`src/rtl/decode_stage_if.sv`:
```
// decode_stage_if: fetch-side push handshake and execute-side decoded head bundle
interface decode_stage_if;
  logic       in_valid;
  logic       in_ready;
  logic [7:0] instruction;
  logic [7:0] pc;
  logic       flush;
  logic       out_valid;
  logic       out_ready;
  logic [3:0] opcode;
  logic [3:0] operand;
  logic [7:0] pc_out;
  logic [7:0] imm;
  logic [7:0] br_target;
  logic [2:0] alu_op;
  logic       is_alu;
  logic       is_load;
  logic       is_store;
  logic       is_branch;
  logic       is_halt;
  logic       illegal;
  modport master (
    output in_valid, instruction, pc, flush, out_ready,
    input  in_ready, out_valid, opcode, operand, pc_out, imm, br_target, alu_op,
           is_alu, is_load, is_store, is_branch, is_halt, illegal
  );
  modport slave (
    input  in_valid, instruction, pc, flush, out_ready,
    output in_ready, out_valid, opcode, operand, pc_out, imm, br_target, alu_op,
           is_alu, is_load, is_store, is_branch, is_halt, illegal
  );
endinterface

```
`src/rtl/decode_stage.sv`:
```
// decode_stage: decodes 8-bit instructions into a 2-entry elastic buffer; HALT stops intake until flush
module decode_stage (
  input logic           clk,
  input logic           reset,
  decode_stage_if.slave bus
);
  typedef struct packed {
    logic [3:0] opcode;
    logic [3:0] operand;
    logic [7:0] pc;
    logic [7:0] imm;
    logic [7:0] br_target;
    logic [2:0] alu_op;
    logic       is_alu;
    logic       is_load;
    logic       is_store;
    logic       is_branch;
    logic       is_halt;
    logic       illegal;
  } entry_t;
  typedef enum logic {RUN, HALTED} state_t;
  state_t     state;
  entry_t     mem [2];
  entry_t     dec;
  entry_t     head;
  logic       rp;
  logic       wp;
  logic [1:0] count;
  logic       push;
  logic       pop;
  logic [3:0] op;
  assign op = bus.instruction[7:4];
  always_comb begin
    dec           = '0;
    dec.opcode    = op;
    dec.operand   = bus.instruction[3:0];
    dec.pc        = bus.pc;
    dec.imm       = {4'd0, bus.instruction[3:0]};
    dec.br_target = bus.pc + {{4{bus.instruction[3]}}, bus.instruction[3:0]};
    dec.is_alu    = op >= 4'd1 && op <= 4'd6;
    dec.alu_op    = op == 4'd1 ? 3'd5 : dec.is_alu ? 3'(op - 4'd2) : 3'd0;
    dec.is_load   = op == 4'd7;
    dec.is_store  = op == 4'd8;
    dec.is_branch = op == 4'd9 || op == 4'd10;
    dec.illegal   = op >= 4'd11 && op <= 4'd14;
    dec.is_halt   = op == 4'd15;
  end
  assign bus.in_ready  = !reset && state == RUN && count < 2'd2;
  assign bus.out_valid = count != 2'd0;
  assign push = bus.in_valid && bus.in_ready;
  assign pop  = bus.out_valid && bus.out_ready;
  assign head = bus.out_valid ? mem[rp] : '0;
  assign bus.opcode    = head.opcode;
  assign bus.operand   = head.operand;
  assign bus.pc_out    = head.pc;
  assign bus.imm       = head.imm;
  assign bus.br_target = head.br_target;
  assign bus.alu_op    = head.alu_op;
  assign bus.is_alu    = head.is_alu;
  assign bus.is_load   = head.is_load;
  assign bus.is_store  = head.is_store;
  assign bus.is_branch = head.is_branch;
  assign bus.is_halt   = head.is_halt;
  assign bus.illegal   = head.illegal;
  always_ff @(posedge clk) begin
    if (reset) begin
      state <= RUN;
      count <= 2'd0;
      rp    <= 1'b0;
      wp    <= 1'b0;
      for (int i = 0; i < 2; i++) mem[i] <= '0;
    end else if (bus.flush) begin
      state <= RUN;
      count <= 2'd0;
      rp    <= 1'b0;
      wp    <= 1'b0;
    end else begin
      if (push) begin
        mem[wp] <= dec;
        wp      <= ~wp;
        if (dec.is_halt) state <= HALTED;
      end
      if (pop) rp <= ~rp;
      count <= count + 2'(push) - 2'(pop);
    end
  end
endmodule

```
`src/flat_wrapper.sv`:
```
// flat-port wrapper written by rule: the top's interface ports become plain ports
module decode_stage_flat 
  (clk, reset, bus_in_valid, bus_instruction, bus_pc, bus_flush, bus_out_ready, bus_in_ready, bus_out_valid, bus_opcode, bus_operand, bus_pc_out, bus_imm, bus_br_target, bus_alu_op, bus_is_alu, bus_is_load, bus_is_store, bus_is_branch, bus_is_halt, bus_illegal);
  decode_stage_if bus_i ();
  input logic clk;
  input logic reset;
  input wire logic [$bits(bus_i.in_valid)-1:0] bus_in_valid;
  input wire logic [$bits(bus_i.instruction)-1:0] bus_instruction;
  input wire logic [$bits(bus_i.pc)-1:0] bus_pc;
  input wire logic [$bits(bus_i.flush)-1:0] bus_flush;
  input wire logic [$bits(bus_i.out_ready)-1:0] bus_out_ready;
  output wire logic [$bits(bus_i.in_ready)-1:0] bus_in_ready;
  output wire logic [$bits(bus_i.out_valid)-1:0] bus_out_valid;
  output wire logic [$bits(bus_i.opcode)-1:0] bus_opcode;
  output wire logic [$bits(bus_i.operand)-1:0] bus_operand;
  output wire logic [$bits(bus_i.pc_out)-1:0] bus_pc_out;
  output wire logic [$bits(bus_i.imm)-1:0] bus_imm;
  output wire logic [$bits(bus_i.br_target)-1:0] bus_br_target;
  output wire logic [$bits(bus_i.alu_op)-1:0] bus_alu_op;
  output wire logic [$bits(bus_i.is_alu)-1:0] bus_is_alu;
  output wire logic [$bits(bus_i.is_load)-1:0] bus_is_load;
  output wire logic [$bits(bus_i.is_store)-1:0] bus_is_store;
  output wire logic [$bits(bus_i.is_branch)-1:0] bus_is_branch;
  output wire logic [$bits(bus_i.is_halt)-1:0] bus_is_halt;
  output wire logic [$bits(bus_i.illegal)-1:0] bus_illegal;
  assign bus_i.in_valid = bus_in_valid;
  assign bus_i.instruction = bus_instruction;
  assign bus_i.pc = bus_pc;
  assign bus_i.flush = bus_flush;
  assign bus_i.out_ready = bus_out_ready;
  assign bus_in_ready = bus_i.in_ready;
  assign bus_out_valid = bus_i.out_valid;
  assign bus_opcode = bus_i.opcode;
  assign bus_operand = bus_i.operand;
  assign bus_pc_out = bus_i.pc_out;
  assign bus_imm = bus_i.imm;
  assign bus_br_target = bus_i.br_target;
  assign bus_alu_op = bus_i.alu_op;
  assign bus_is_alu = bus_i.is_alu;
  assign bus_is_load = bus_i.is_load;
  assign bus_is_store = bus_i.is_store;
  assign bus_is_branch = bus_i.is_branch;
  assign bus_is_halt = bus_i.is_halt;
  assign bus_illegal = bus_i.illegal;
  decode_stage u_core (.clk(clk), .reset(reset), .bus(bus_i));
endmodule
```
`config.mk`:
```
export PLATFORM = sky130hd
export DESIGN_NAME = decode_stage_flat
export DESIGN_NICKNAME = d
export VERILOG_FILES = /design/src/rtl/decode_stage_if.sv /design/src/rtl/decode_stage.sv /design/src/flat_wrapper.sv
export SDC_FILE = /design/constraint.sdc
export NUM_CORES = 1
export LEC_CHECK = 0
export ABC_AREA = 1
export CAP_MARGIN = 20
export CORE_ASPECT_RATIO = 0.8
export CORE_MARGIN = 4
export CORE_UTILIZATION = 45
export DETAILED_ROUTE_END_ITERATION = 7
export PLACE_DENSITY = 0.7
export SETUP_SLACK_MARGIN = 0.15
export SLEW_MARGIN = 10
export SYNTH_ARGS = -nofsm -noshare
export SYNTH_HDL_FRONTEND = slang
export SYNTH_SLANG_ARGS = --single-unit
```
`constraint.sdc`:
```
create_clock -name clk -period 6.95 [get_ports clk]
set_clock_uncertainty 0.15 [all_clocks]
set_input_delay 1.39 -clock clk [delete_from_list [all_inputs] [get_ports clk]]
set_output_delay 1.39 -clock clk [all_outputs]
set_load 0.01 [all_outputs]
```
# [Yosys cells after proc, flatten, opt, wreduce, memory -nomap -nowiden]
# Memory sizes are Yosys's and may differ from the RTL's. A register that Yosys moved wholly into a read port is not among the register bits.
# Index checks and enable logic that the tools add are counted.
# Widths: inputs -> output; s select.
[word_totals] inputBits=21 mem_count=1 output_inout_bits=43 register_bits=5 mem_bits_rw=74
[mem_list] name="u_core.mem" words=2 word_bits=37 read_ports=1 rd_clocked_by_memory_dff=1 write_ports=2 line_no="decode_stage.sv:23" rtl="entry_t mem [2];"
[classes] reduce_logical=12 bitwise_logic=3 muxes=14 n_addsub=4 order_cmp=5 eq_ne=6
[op_table] cell="$mux 41" n=1
[op_table] cell="$mux 37" n=1
[op_table] cell="$reduce_or 37->1" n=1
[op_table] cell="$eq 4x4->1 const B" n=4
[op_table] cell="$mux 1" n=10
[op_table] cell="$add 8x8->8" n=1
[op_table] cell="$logic_and 1x1->1" n=6
[op_table] cell="$mux 3" n=2
[op_table] cell="$eq 4x1->1 const B" n=1
[op_table] cell="$eq 4x3->1 const B" n=1
[op_table] cell="$ge 4x1->1 const B" n=1
[op_table] cell="$ge 4x4->1 const B" n=1
[op_table] cell="$le 4x3->1 const B" n=1
[op_table] cell="$le 4x4->1 const B" n=1
[op_table] cell="$not 1->1" n=3
[op_table] cell="$sub 3x2->3 const B" n=1
[op_table] cell="$add 2x1->2" n=1
[op_table] cell="$lt 2x2->1 const B" n=1
[op_table] cell="$reduce_and 2->1" n=1
[op_table] cell="$reduce_bool 2->1" n=1
[op_table] cell="$reduce_or 2->1" n=1
[op_table] cell="$sub 2x1->2" n=1
[op_table] cell="$logic_not 1->1" n=1
[op_table] cell="$logic_or 1x1->1" n=1

# [Longest topological paths before layout]
[depth] depth_word=10 depth_mapped=9

# [Worst setup path before layout]
# OpenSTA, ideal clock, no wires.
[synth_timing] path_kind="input port to output port" start="input reset" end="output bus_in_ready" setup_slack_ns=3.730 stages=1 required_time_ns=5.410 t_arrival_ns=1.680 path_cell_list="nor3_1"
[synth_between] elab_chain_len=3
[synth_lines] element="from (decl)" line_no="flat_wrapper.sv:6" rtl="input logic reset;"
[synth_lines] element="$logic_not 1->1" line_no="decode_stage.sv:48" rtl="assign bus.in_ready = !reset && state == RUN && count < 2'd2;"
[synth_lines] element="$logic_and 1x1->1 (2 in series)" line_no="decode_stage.sv:48"
[synth_lines] element="to (decl)" line_no="flat_wrapper.sv:12" rtl="output wire logic [$bits(bus_i.in_ready)-1:0] bus_in_ready;"
# Every way passes these cells.

# [Worst setup path after layout]
# Same ends and word-level chain as after synthesis.

==> impl_metrics.env <==
export IMPL_period_needed_ps=4130
export IMPL_syn_avg_cell_area_um2=9.28
export IMPL_dp_cells=546
export IMPL_critPathRequiredTime_ps=5410
export IMPL_root_buffer="clkbuf_8"
export IMPL_post_synth_top_area_cell="edfxtp_1"
export IMPL_netlist_top_cells_area="edfxtp_1 54%, nand2_1 10%, nor2_1 7.1%"
export IMPL_power_density_mw_per_mm2=214
export IMPL_cp_slowest_cell="clkdlybuf4s50_1"
export IMPL_drive_gt1_share_pct=6.17
export IMPL_fin_ws_ps=2820
export IMPL_dieArea_mm2=0.00966
export IMPL_hold_buffers=0
export IMPL_setup_viol=0
export IMPL_cts_sinks=72
export IMPL_tightest_slew_ps=699
export IMPL_seqCellArea_mm2=0.00210
export IMPL_netlist_area_leader_share_pct=54.1
export IMPL_dieWidth_um=109
export IMPL_antenna_left=0
export IMPL_wl_um=7610
export IMPL_power_total_uw=960
export IMPL_clk_latency_ps=330
export IMPL_antenna_found_initial=0
export IMPL_worstPathMaxFanout=3
export IMPL_finalHoldViolCount=0
export IMPL_synthCells=395
export IMPL_fillers=711
export IMPL_seq_area_frac_synth_pct=57.4
export IMPL_max_slew_margin_pct=53.3
export IMPL_routabilityCongestion=0.832
export IMPL_cts_buffers=9
export IMPL_coreArea_mm2=0.00795
export IMPL_path_cells="clkdlybuf4s50_1, nor3_1, clkdlybuf4s50_1"
export IMPL_fin_nets=481
export IMPL_hold_class="reg -> reg"
export IMPL_slowest_delay_ps=560
export IMPL_wl_per_cell_um=13.5
export IMPL_avgViaCountPerCell=4.80
export IMPL_io_pins=64
export IMPL_port_buffers=59
export IMPL_syn_area_mm2=0.00366
export IMPL_dp_hpwl_um=4920
export IMPL_synth_common_cells="102 x nand2_1, 69 x nor2_1, 66 x edfxtp_1"
export IMPL_std_cell_rows=29
export IMPL_drtIter0Drc=173
export IMPL_cts_repair_resize_count=0
export IMPL_yosys_warnings=0
export IMPL_die_height_um=88.7
export IMPL_dominantRegCellSynth="edfxtp_1"
export IMPL_yosysMostFrequentCell="nand2_1"
export IMPL_grt_usage_pct=16.8
export IMPL_clkTransAtPathRegs_ps=70
export IMPL_grt_pass1_vias=2637
export IMPL_slew_viol_final=0
export IMPL_crit_top_cell="clkdlybuf4s50_1"
export IMPL_yosysUniqueCellTypes=27
export IMPL_total_leakage_power_nw=1.82
export IMPL_synth_edff_count=66
export IMPL_grt_max_degree=36
export IMPL_final_cells=562
export IMPL_design_area_mm2=0.00449
export IMPL_status="completed"
export IMPL_grt_pass1_wl_um=12400
export IMPL_holdWs_ps=378
export IMPL_start_util_pct=46.1
export IMPL_drc=0
export IMPL_drv_cap=0
export IMPL_areaGrowthSynthToFinish_pct=22.5
export IMPL_arrival_ps=2590
export IMPL_async_flop_share_pct=0
export IMPL_htreeDepth=3
export IMPL_tritoncts="built"
export IMPL_placed_area_mm2=0.00428
export IMPL_vias=2699
export IMPL_cts_setup_buffers=0
export IMPL_preCtsSetupSlack_ps=2830
export IMPL_multi_input_area_mm2=0.00126
export IMPL_grt_overflow=0
export IMPL_fmaxAchievable_ghz=0.242
export IMPL_detail_route_first_pass_iterations=5
export IMPL_finalSetupTns_ps=0
export IMPL_start_kind="input pin"
export IMPL_synth_seq_cells=72
export IMPL_cp_end_kind="output pin"
export IMPL_ir_drop_mv=0.104
export IMPL_diodes=0
export IMPL_post_route_period_util_pct=59.5
export IMPL_critical_path_class="in -> out"
export IMPL_fin_util_pct=56.5
export IMPL_rsz0062_at_grt="false"
export IMPL_cts_buffer_depth=2
[state kept, by name, summed over array words and instances (netlist names), named ones only]
name / count
u_core.mem: 66
u_core.state: 1
u_core.rp: 1
u_core.wp: 1
u_core.count: 2
[per-layer routing]
| layer | track usage [%] | vias to the layer above | routed length, um | share of wire, % |
|---|---|---|---|---|
| met2 | 27.9 | 57 | 3690 | 49 |
| met3 | 4.67 | 9 | 325 | 4.3 |
| met5 | 0 | - | 0 | 0 |
| met1 | 21.8 | 1254 | 3520 | 46 |
| met4 | 4.59 | 0 | 64 | 0.84 |
| li1 | - | 1379 | - | - |
[critical path, delay by kind of cell]
| kind | cells | cell delay [ps] |
|---|---|---|
| buffers and inverters | 2 | 1020 |
| and+or+nand+nor | 1 | 190 |
[kinds of logic (layout without fill, tap and decap cells)]
family	count (synthesis)	in the layout	synth area share, %
compound gates	43	43	5.87
xor+xnor	5	5	1.20
fa+ha+maj	11	11	3.96
buf+inv	62	118	8.67
flops	72	72	57.4
other cells	1	4	0.102
simple gates	201	201	22.8
[report_power, final]
group	leakage [nW]	switching (mW)	internal (mW)
combinational	0.978	0.0706	0.0479
clock	0.102	0.143	0.201
sequential	0.739	0.00533	0.493
[cell type report]
cell class                 instances  area share, %
clock inverter                     4           1.53
sequential                        72           46.8
multi-input combinational        264           28.0
timing repair buffer              64           14.4
inverter                          38           3.18
tap                              108           3.01
clock buffer                      12           3.01
[cells in the final DEF, fill, tap and decap left out, drive strengths merged]
cell / n
nand3b: 4
buf: 5
xnor2: 3
xor2: 2
edfxtp: 66
fa: 1
clkinv: 2
nand2: 104
ha: 10
clkdlybuf4s50: 59
inv: 38
nor3: 7
bufinv: 2
a21oi: 40
nor2: 72
nor3b: 2
o21ai: 3
clkbuf: 12
dfxtp: 6
conb: 4
or2: 3
nand3: 9
[path summary, 6_finish.rpt]
kind	cells after the start	start	slack, ps	to
setup / recovery	3	reset	2820	bus_in_ready
hold / removal	2	u_core.wp$_SDFFE_PP0P_	380	u_core.wp$_SDFFE_PP0P_
setup reg to reg	6	u_core.state$_SDFFE_PP0P_	4630	u_core.mem[1][35]$_SDFFCE_PN0P_
hold reg to reg	2	u_core.wp$_SDFFE_PP0P_	380	u_core.wp$_SDFFE_PP0P_
(Power assumes the default switching activity.)
